### src/rtl/mem_access_unit.sv
// Memory access unit: runs one req/ack transaction on the unified memory port
// with byte-lane steering, alignment checks, ack timeout and a held load result.
module mem_access_unit #(
  parameter int ADDR_WIDTH = 32,
  parameter int DATA_WIDTH = 32,
  parameter int TIMEOUT    = 255
) (
  input  logic                  clk,
  input  logic                  arstn,
  input  logic                  i_start,
  input  logic                  i_we,
  input  logic [1:0]            i_size,
  input  logic [ADDR_WIDTH-1:0] i_addr,
  input  logic [DATA_WIDTH-1:0] i_wdata,
  output logic                  o_busy,
  output logic                  o_done,
  output logic                  o_err,
  output logic [DATA_WIDTH-1:0] o_rdata,
  output logic                  o_mem_req,
  output logic                  o_mem_we,
  output logic [ADDR_WIDTH-1:0] o_mem_addr,
  output logic [DATA_WIDTH-1:0] o_mem_wdata,
  output logic [3:0]            o_mem_be,
  input  logic                  i_mem_ack,
  input  logic [DATA_WIDTH-1:0] i_mem_rdata
);

  localparam logic [1:0] ST_IDLE = 2'b00;
  localparam logic [1:0] ST_REQ  = 2'b01;
  localparam logic [1:0] ST_RESP = 2'b10;
  localparam logic [7:0] TIMEOUT_C = 8'(TIMEOUT);

  function automatic logic is_bad(input logic [1:0] size, input logic [1:0] off);
    case (size)
      2'b00:   is_bad = 1'b0;
      2'b01:   is_bad = off[0];
      2'b10:   is_bad = (off != 2'b00);
      default: is_bad = 1'b1;
    endcase
  endfunction

  function automatic logic [3:0] calc_be(input logic [1:0] size, input logic [1:0] off);
    case (size)
      2'b00:   calc_be = 4'b0001 << off;
      2'b01:   calc_be = 4'b0011 << off;
      2'b10:   calc_be = 4'b1111;
      default: calc_be = 4'b0000;
    endcase
  endfunction

  function automatic logic [DATA_WIDTH-1:0] lane_wdata(input logic [1:0] size,
                                                       input logic [DATA_WIDTH-1:0] wd);
    case (size)
      2'b00:   lane_wdata = {4{wd[7:0]}};
      2'b01:   lane_wdata = {2{wd[15:0]}};
      default: lane_wdata = wd;
    endcase
  endfunction

  function automatic logic [DATA_WIDTH-1:0] align_rdata(input logic [1:0] size,
                                                        input logic [1:0] off,
                                                        input logic [DATA_WIDTH-1:0] rd);
    logic [DATA_WIDTH-1:0] sh;
    sh = rd >> {off, 3'b000};
    case (size)
      2'b00:   align_rdata = {{(DATA_WIDTH-8){1'b0}}, sh[7:0]};
      2'b01:   align_rdata = {{(DATA_WIDTH-16){1'b0}}, sh[15:0]};
      default: align_rdata = sh;
    endcase
  endfunction

  logic [1:0]            state_r;
  logic [7:0]            cnt_r;
  logic [1:0]            off_r;
  logic [1:0]            size_r;
  logic                  we_r;
  logic                  busy_r;
  logic                  done_r;
  logic                  err_r;
  logic [DATA_WIDTH-1:0] rdata_r;
  logic                  mem_req_r;
  logic                  mem_we_r;
  logic [ADDR_WIDTH-1:0] mem_addr_r;
  logic [DATA_WIDTH-1:0] mem_wdata_r;
  logic [3:0]            mem_be_r;

  logic                  start_bad_s;
  logic                  req_exit_s;

  // Decode request legality and the REQ exit condition (ack or timeout).
  always_comb begin
    start_bad_s = is_bad(i_size, i_addr[1:0]);
    req_exit_s  = i_mem_ack || (cnt_r == TIMEOUT_C);
  end

  // Transaction FSM; every output is a register, memory outputs live only in REQ.
  always_ff @(posedge clk or negedge arstn) begin
    if (!arstn) begin
      state_r     <= ST_IDLE;
      cnt_r       <= 8'd0;
      off_r       <= 2'b00;
      size_r      <= 2'b00;
      we_r        <= 1'b0;
      busy_r      <= 1'b0;
      done_r      <= 1'b0;
      err_r       <= 1'b0;
      rdata_r     <= '0;
      mem_req_r   <= 1'b0;
      mem_we_r    <= 1'b0;
      mem_addr_r  <= '0;
      mem_wdata_r <= '0;
      mem_be_r    <= 4'b0000;
    end else begin
      done_r <= 1'b0;
      err_r  <= 1'b0;
      case (state_r)
        ST_IDLE: begin
          if (i_start) begin
            off_r  <= i_addr[1:0];
            size_r <= i_size;
            we_r   <= i_we;
            cnt_r  <= 8'd0;
            if (start_bad_s) begin
              state_r <= ST_RESP;
              done_r  <= 1'b1;
              err_r   <= 1'b1;
            end else begin
              state_r     <= ST_REQ;
              busy_r      <= 1'b1;
              mem_req_r   <= 1'b1;
              mem_we_r    <= i_we;
              mem_addr_r  <= {i_addr[ADDR_WIDTH-1:2], 2'b00};
              mem_wdata_r <= lane_wdata(i_size, i_wdata);
              mem_be_r    <= calc_be(i_size, i_addr[1:0]);
            end
          end
        end
        ST_REQ: begin
          if (req_exit_s) begin
            state_r     <= ST_RESP;
            done_r      <= 1'b1;
            err_r       <= !i_mem_ack;
            busy_r      <= 1'b0;
            mem_req_r   <= 1'b0;
            mem_we_r    <= 1'b0;
            mem_addr_r  <= '0;
            mem_wdata_r <= '0;
            mem_be_r    <= 4'b0000;
            // Ack wins over a same-cycle timeout; stores leave the load result alone.
            if (i_mem_ack && !we_r) begin
              rdata_r <= align_rdata(size_r, off_r, i_mem_rdata);
            end
          end else begin
            cnt_r <= cnt_r + 8'd1;
          end
        end
        ST_RESP: state_r <= ST_IDLE;
        default: state_r <= ST_IDLE;
      endcase
    end
  end

  assign o_busy      = busy_r;
  assign o_done      = done_r;
  assign o_err       = err_r;
  assign o_rdata     = rdata_r;
  assign o_mem_req   = mem_req_r;
  assign o_mem_we    = mem_we_r;
  assign o_mem_addr  = mem_addr_r;
  assign o_mem_wdata = mem_wdata_r;
  assign o_mem_be    = mem_be_r;

endmodule

### config.mk
export PLATFORM = sky130hd
export DESIGN_NAME = mem_access_unit
export DESIGN_NICKNAME = d
export VERILOG_FILES = /design/src/rtl/mem_access_unit.sv
export SDC_FILE = /design/constraint.sdc
export NUM_CORES = 1
export LEC_CHECK = 0
export CAP_MARGIN = 30
export CORE_MARGIN = 5
export CORE_UTILIZATION = 24
export CTS_CLUSTER_SIZE = 40
export DETAILED_ROUTE_END_ITERATION = 8
export GPL_ROUTABILITY_DRIVEN = 1
export PLACE_DENSITY = 0.56
export SYNTH_ARGS = -nofsm -noshare
export SYNTH_HDL_FRONTEND = slang
export SYNTH_SLANG_ARGS = --single-unit
### constraint.sdc
create_clock -name clk -period 2.4 [get_ports clk]
set_input_delay 0.48 -clock clk [delete_from_list [all_inputs] [get_ports clk]]
set_output_delay 0.48 -clock clk [all_outputs]
set_load 0.005 [all_outputs]
==> metrics.txt <==
Slew Viols, Final 0; vias in the first global route 4675; # setup viols final 0; H-tree depth 4; WP data arrival approximately 2300 ps; Overflow after GRT 0; Final min period between 1500 and 2000 ps; number of distinct library cells after synthesis 40; CP Capture Type flip-flop; Post-Syn Area 0.00524 sq mm; Cell Pwr Density 1020 mW/mm^2; clock-pin slew on the worst setup and hold paths 50 ps; Vias 4471; vias per inst 4.71; Max transition margin 0.529; Die Y 158 um; largest net degree at the start of global routing around 120; Area Growth Syn to Fin 56.6%; Mean Syn Cell Area 11.6 sq um; Yosys reg bits 117; core area 0.0217 sq mm; r2r startpoint cnt_r[0]$_DFFE_PN0P_; maximum VDD drop 0.419 mV; antenna viol nets, final 0; placer congestion estimate 0.840; clock sink count 117; skew final 5.85 ps; worst skew pair latency just over 400 ps; sequential fraction of the synthesis area 0.559; Max clock buf depth 2; TritonCTS clock tree built; hold buffers post-CTS 0; # resized after CTS 0; postcts setup bufs 0; FILL cells between 2000 and 2500; cells on worst reg2reg path 6; initial antenna violation count 1; final wirelength approximately 17000 um; Crit path required time around 2700 ps; YS warnings 0; critical path type in2reg; Mapped Cells approximately 450; die area 0.0249 sq mm; Remaining DRCs 0; Max Cap Violations 0; # port buffers 205; r2r endpoint o_mem_addr[18]$_DFFE_PN0P_; antenna cells 0; TNS Setup 0 ps; worst-path fanout max 50; RSZ-0062 raised after global routing false; Slew @ Worst Pin 704 ps; first-pass GRT wire length 26600 um; EDFF count, synth 0; hpwl dp 12300 um; Final period util 0.818; GRT Total Usage 0.136; 1st-iter DRT viols 211; row cnt 54; layout cells sized above 1 0.0912; placed cell count 918; worst reg-to-reg setup slack about 530 ps; startpoint types input pin; Final Non-Filler Cells 949; fmax 509 MHz; top_reg_cell synth dfrtp_1; first-pass detailed-route iteration total 4; Initial Utilization 0.241; post-route total power 0.00836 W; TritonCTS buffer count 17; outcome finished, final reports clean; final hold violation count 0; Root Buffer clkbuf_16; Pleak approximately 3.6 nW; WL/cell 18.0 um; I/O pin count about 210; asr flop ratio synth 1.00; die width between 150 and 200 um; hold crit path type in2async; Layout Nets 761
[cell families after synthesis]
group,count (synthesis),synth area share
mux,49,0.0958
buf+inv,38,0.0401
other cells,1,0.000716
compound gates,153,0.216
simple gates,92,0.0860
fa+ha+maj,1,0.00239
flops,117,0.559
[state kept, by name, indices dropped and copies added (netlist names), 2 cells and up]
name         cells
o_mem_addr      30
size_r           2
o_rdata         32
o_mem_be         4
off_r            2
state_r          2
o_mem_wdata     32
cnt_r            8
[power breakdown]
part | total [W] | switching [W] | internal, W
registers | 0.00305 | 0.000449 | 0.00260
logic | 0.00276 | 0.00100 | 0.00176
clock network | 0.00255 | 0.000900 | 0.00165
total | 0.00836 | 0.00235 | 0.00601
[area by class of cell]
| cell class | instances | area [sq um] | share of cell area |
|---|---|---|---|
| Timing Repair Buffer | 224 | 2230 | 0.272 |
| Sequential cell | 117 | 2930 | 0.357 |
| Multi-Input combinational cell | 297 | 2110 | 0.257 |
| Tap cell | 280 | 350 | 0.0427 |
| Clock buffer | 22 | 454 | 0.0554 |
| Clock inverter | 9 | 129 | 0.0157 |
[cells in the mapped netlist, types with 8 or more instances]
| cell type | n | area share |
|---|---|---|
| buf_2 | 12 | 0.011 |
| nor2_1 | 10 | 0.0072 |
| dfrtp_1 | 117 | 0.56 |
| nor2b_1 | 11 | 0.013 |
| mux2i_1 | 40 | 0.076 |
| mux2_2 | 9 | 0.019 |
| a22o_1 | 66 | 0.11 |
| a21oi_1 | 18 | 0.017 |
| clkbuf_1 | 15 | 0.011 |
| o21ai_0 | 29 | 0.028 |
| o2bb2ai_1 | 16 | 0.027 |
| nand2_1 | 53 | 0.038 |
| a211oi_1 | 8 | 0.011 |
[worst max-delay path by stage]
stage	slack (ps)	start	cells past startpoint	endpoint
2_1_floorplan	630	cnt_r[0]$_DFFE_PN0P_	8	o_mem_wdata[11]$_DFFE_PN0P_
3_3_place_gp	80	i_size[0]	5	o_mem_addr[21]$_DFFE_PN0P_
3_5_place_dp	20	i_size[0]	5	o_mem_addr[7]$_DFFE_PN0P_
4_1_cts	450	i_size[0]	5	o_mem_addr[18]$_DFFE_PN0P_
5_1_grt	300	i_size[0]	5	o_mem_addr[18]$_DFFE_PN0P_
6_report	440	i_size[0]	5	o_mem_addr[18]$_DFFE_PN0P_
[worst max-delay path, cell delays in order]
cell and delay [ps]:
clkdlybuf4s50_1 520, nor3_1 330, o21a_2 220, buf_4 440
a22o_1 250
[cells in the final DEF, fill, tap and decap left out, types with 2 or more instances in the layout]
cell type / instances
a21oi_1: 18
clkinvlp_4: 2
o2bb2ai_1: 16
clkbuf_16: 17
and3_1: 2
nor2_1: 10
o21ai_0: 29
mux2_2: 9
conb_1: 2
or3b_1: 2
a21o_1: 2
a22o_1: 66
a211oi_1: 8
clkinv_2: 3
bufinv_16: 3
nand2_1: 53
clkbuf_1: 4
nand3_1: 5
mux2i_1: 40
a31oi_1: 5
buf_4: 17
nor2b_1: 11
clkdlybuf4s50_1: 204
buf_12: 3
dfrtp_1: 117
[per-stage QoR]
step            util  setup WS [ps]  hold WS [ps]  instance area (sq um)
6_report       0.378            436           155                   8200
5_1_grt        0.378            303           237                   8200
4_1_cts        0.378            452           198                   8200
3_5_place_dp   0.351           21.6           470                   7620
3_3_place_gp   0.351           79.7           466                   7620
2_1_floorplan      -            627           184                   5240
[metal layers]
metal,vias to the layer above,track usage,wire (um)
li1,2072,-,-
met3,18,0.0484,1570
met4,2,0.0389,244
met5,-,0,13
met2,187,0.215,7960
met1,2192,0.176,7310
Power figures use the tool's default switching activity.
==> RTL change: new RTL, config.mk and constraints unchanged <==
Reset style: synchronous (`arstn`), changed in one clocked block.
--- a/src/rtl/mem_access_unit.sv
+++ b/src/rtl/mem_access_unit.sv
@@ -94,7 +94,7 @@
   end
 
   // Transaction FSM; every output is a register, memory outputs live only in REQ.
-  always_ff @(posedge clk or negedge arstn) begin
+  always_ff @(posedge clk) begin
     if (!arstn) begin
       state_r     <= ST_IDLE;
       cnt_r       <= 8'd0;
Behaviour: differs if arstn is asserted again (counterexample within 4 cycles, from zero or initial values and one cycle with arstn low); with arstn held inactive, the same outputs for 4 cycles.
==> RTL change against the unedited design <==
Cell area shrank 1.4%. Area after synthesis shrank 2.6%. Via count grew 1.5%. Worst setup slack lost 0.072 ns. Die area shrank 2.4%. Sequential cell count is the same. Critical path depth grew 1. Routed wire length grew 1.5%. Fmax shrank 3.5%. Non-clock buffer count grew 9. Critical endpoint is now o_mem_wdata[29]. Highest routed layer is now met4.
Power is not compared: it rests on default switching activity, and its combinational part moved more than twofold at a synthesized area within 25%.
==> RTL change: results (changes against the unedited design) <==
stage,metric,value,unit,change
outcome,status,"finished, final reports clean",,
cts,clk slew on worst S/H paths,0.06,ns,
synthesis,"Seq/Total Area, Yosys",45.9,%,-10 points
routing,via count,4538,,+1.5%
routing,Highest Signal Layer,met4,,
global_route,pin count of the biggest net entering global routing,40,,-66%
sta,final clock skew,0.00825,ns,+0.00240 ns
global_route,GRT Resource Usage Total,14.0,%,+0.39 points
critical_path,largest fanout on the critical path,17,,-66%
placed_design,DPL Wire Length,12.8,mm,+4.5%
synthesis,synth warn,0,,unchanged
synthesis,Cell variety after synth,54,,+35%
cts,Worst-Skew Late Latency,0.41,ns,about the same
routing,Routed met3 length,1.03,mm,-34%
routing,DRT iter0 DRCs,237,,+12%
critical_path,Reg2Reg Setup Slack,0.55,ns,+0.02 ns
synthesis,"Async S/R FF share, synth",0,%,-100 points
synthesis,Synth area leaders,"dfxtp_1 46%, mux2i_1 9.6%, a22o_1 8.1%",,
global_route,vias in the first global route,4646,,-0.62%
routing,met2 WL post-DR,8.27,mm,+3.9%
routing,Final Routed Wirelength,17.3,mm,+1.5%
synthesis,Post-synth top cells,"117 x dfxtp_1, 50 x nand2_1, 49 x mux2i_1",,
routing,Routed met1 length,7.68,mm,+5.1%
critical_path,Critical R2R Launch,cnt_r[3],,
hold_path,Hold WC Path Type,reg -> reg,,
routing,Detailed Routing Iterations Pass 1,4,,unchanged
cts,CTS root buf,clkbuf_16,,
global_route,initial antenna violation count,0,,-1
critical_path,reg2reg end,o_mem_wdata[29],,
final_layout,share of layout cells above drive strength 1,11.7,%,+2.6 points
sta,Least-Margin Pin Slew,0.721,ns,+0.0168 ns
final_layout,fill count,2121,,+1.9%
global_route,global-route wire length before repair,26.4,mm,-0.62%
critical_path,CP arrival,2.34,ns,+0.04 ns
placed_design,gpl congestion,0.839,,-0.13%
sta,Hold WS,0.460,ns,+0.306 ns
placed_design,Placed Instance Area,7500,µm²,-1.6%
## RTL change: power groups by stage
stage	combinational, mW	sequential (mW)	clock, mW
5_1_grt	0.889	2.10	2.69
3_5_place_dp	0.829	2.13	0
2_1_floorplan	0.368	2.13	0
3_3_place_gp	0.825	2.13	0
4_1_cts	0.832	2.09	2.62
6_report	0.821	2.09	2.54
## RTL change: how the worst max path moves through the flow
stage / cells after the start / startpoint / end
floorplan: 7 / i_size[1] / o_mem_addr[28]
CTS: 6 / i_size[0] / o_mem_wdata[29]
finish: 6 / i_size[0] / o_mem_wdata[29]
global route: 6 / i_size[0] / o_mem_wdata[29]
detailed placement: 6 / i_size[0] / o_mem_wdata[28]
global placement: 6 / i_size[0] / o_mem_wdata[29]
## RTL change: cells by family after synthesis
group / count (synthesis) / synth area share [%]
fa+ha+maj: 1 / 0.245
buf+inv: 48 / 5.20
other cells: 1 / 0.0735
simple gates: 131 / 13.7
mux: 65 / 13.1
xor+xnor: 3 / 0.515
flops: 117 / 45.9
compound gates: 138 / 21.2
## RTL change: critical path, cell delays in order
cell and delay, ns:
clkdlybuf4s50_1 0.52, o21ai_0 0.33, a221oi_1 0.16, o31a_2 0.38
buf_4 0.21, a22o_1 0.24
## RTL change: final cells by class
cell class                 count  area, µm²  area share (%)
timing repair buffer         233       2290            28.4
clock inverter                11        124            1.53
sequential                   117       2340            28.9
multi-input combinational    340       2500            31.0
tap                          275        344            4.25
inverter                       3       11.3           0.139
clock buffer                  21        470            5.81
## RTL change: per-stage QoR
stage          TNS (ns)  util [%]  worst slack [ns]  std cells
4_1_cts               0      38.6             0.382       1000
2_1_floorplan         0         -             0.618        505
5_1_grt               0      38.6             0.217       1000
6_report              0      38.6             0.364       1000
3_3_place_gp   -0.00689      35.8          -0.00516        968
3_5_place_dp     -0.251      35.8           -0.0486        968
## RTL change: routing by layer
metal,vias up,GRT usage [%]
met1,2137,17.9
met3,22,4.27
li1,2258,-
met4,0,4.79
met5,-,0
met2,121,22.4
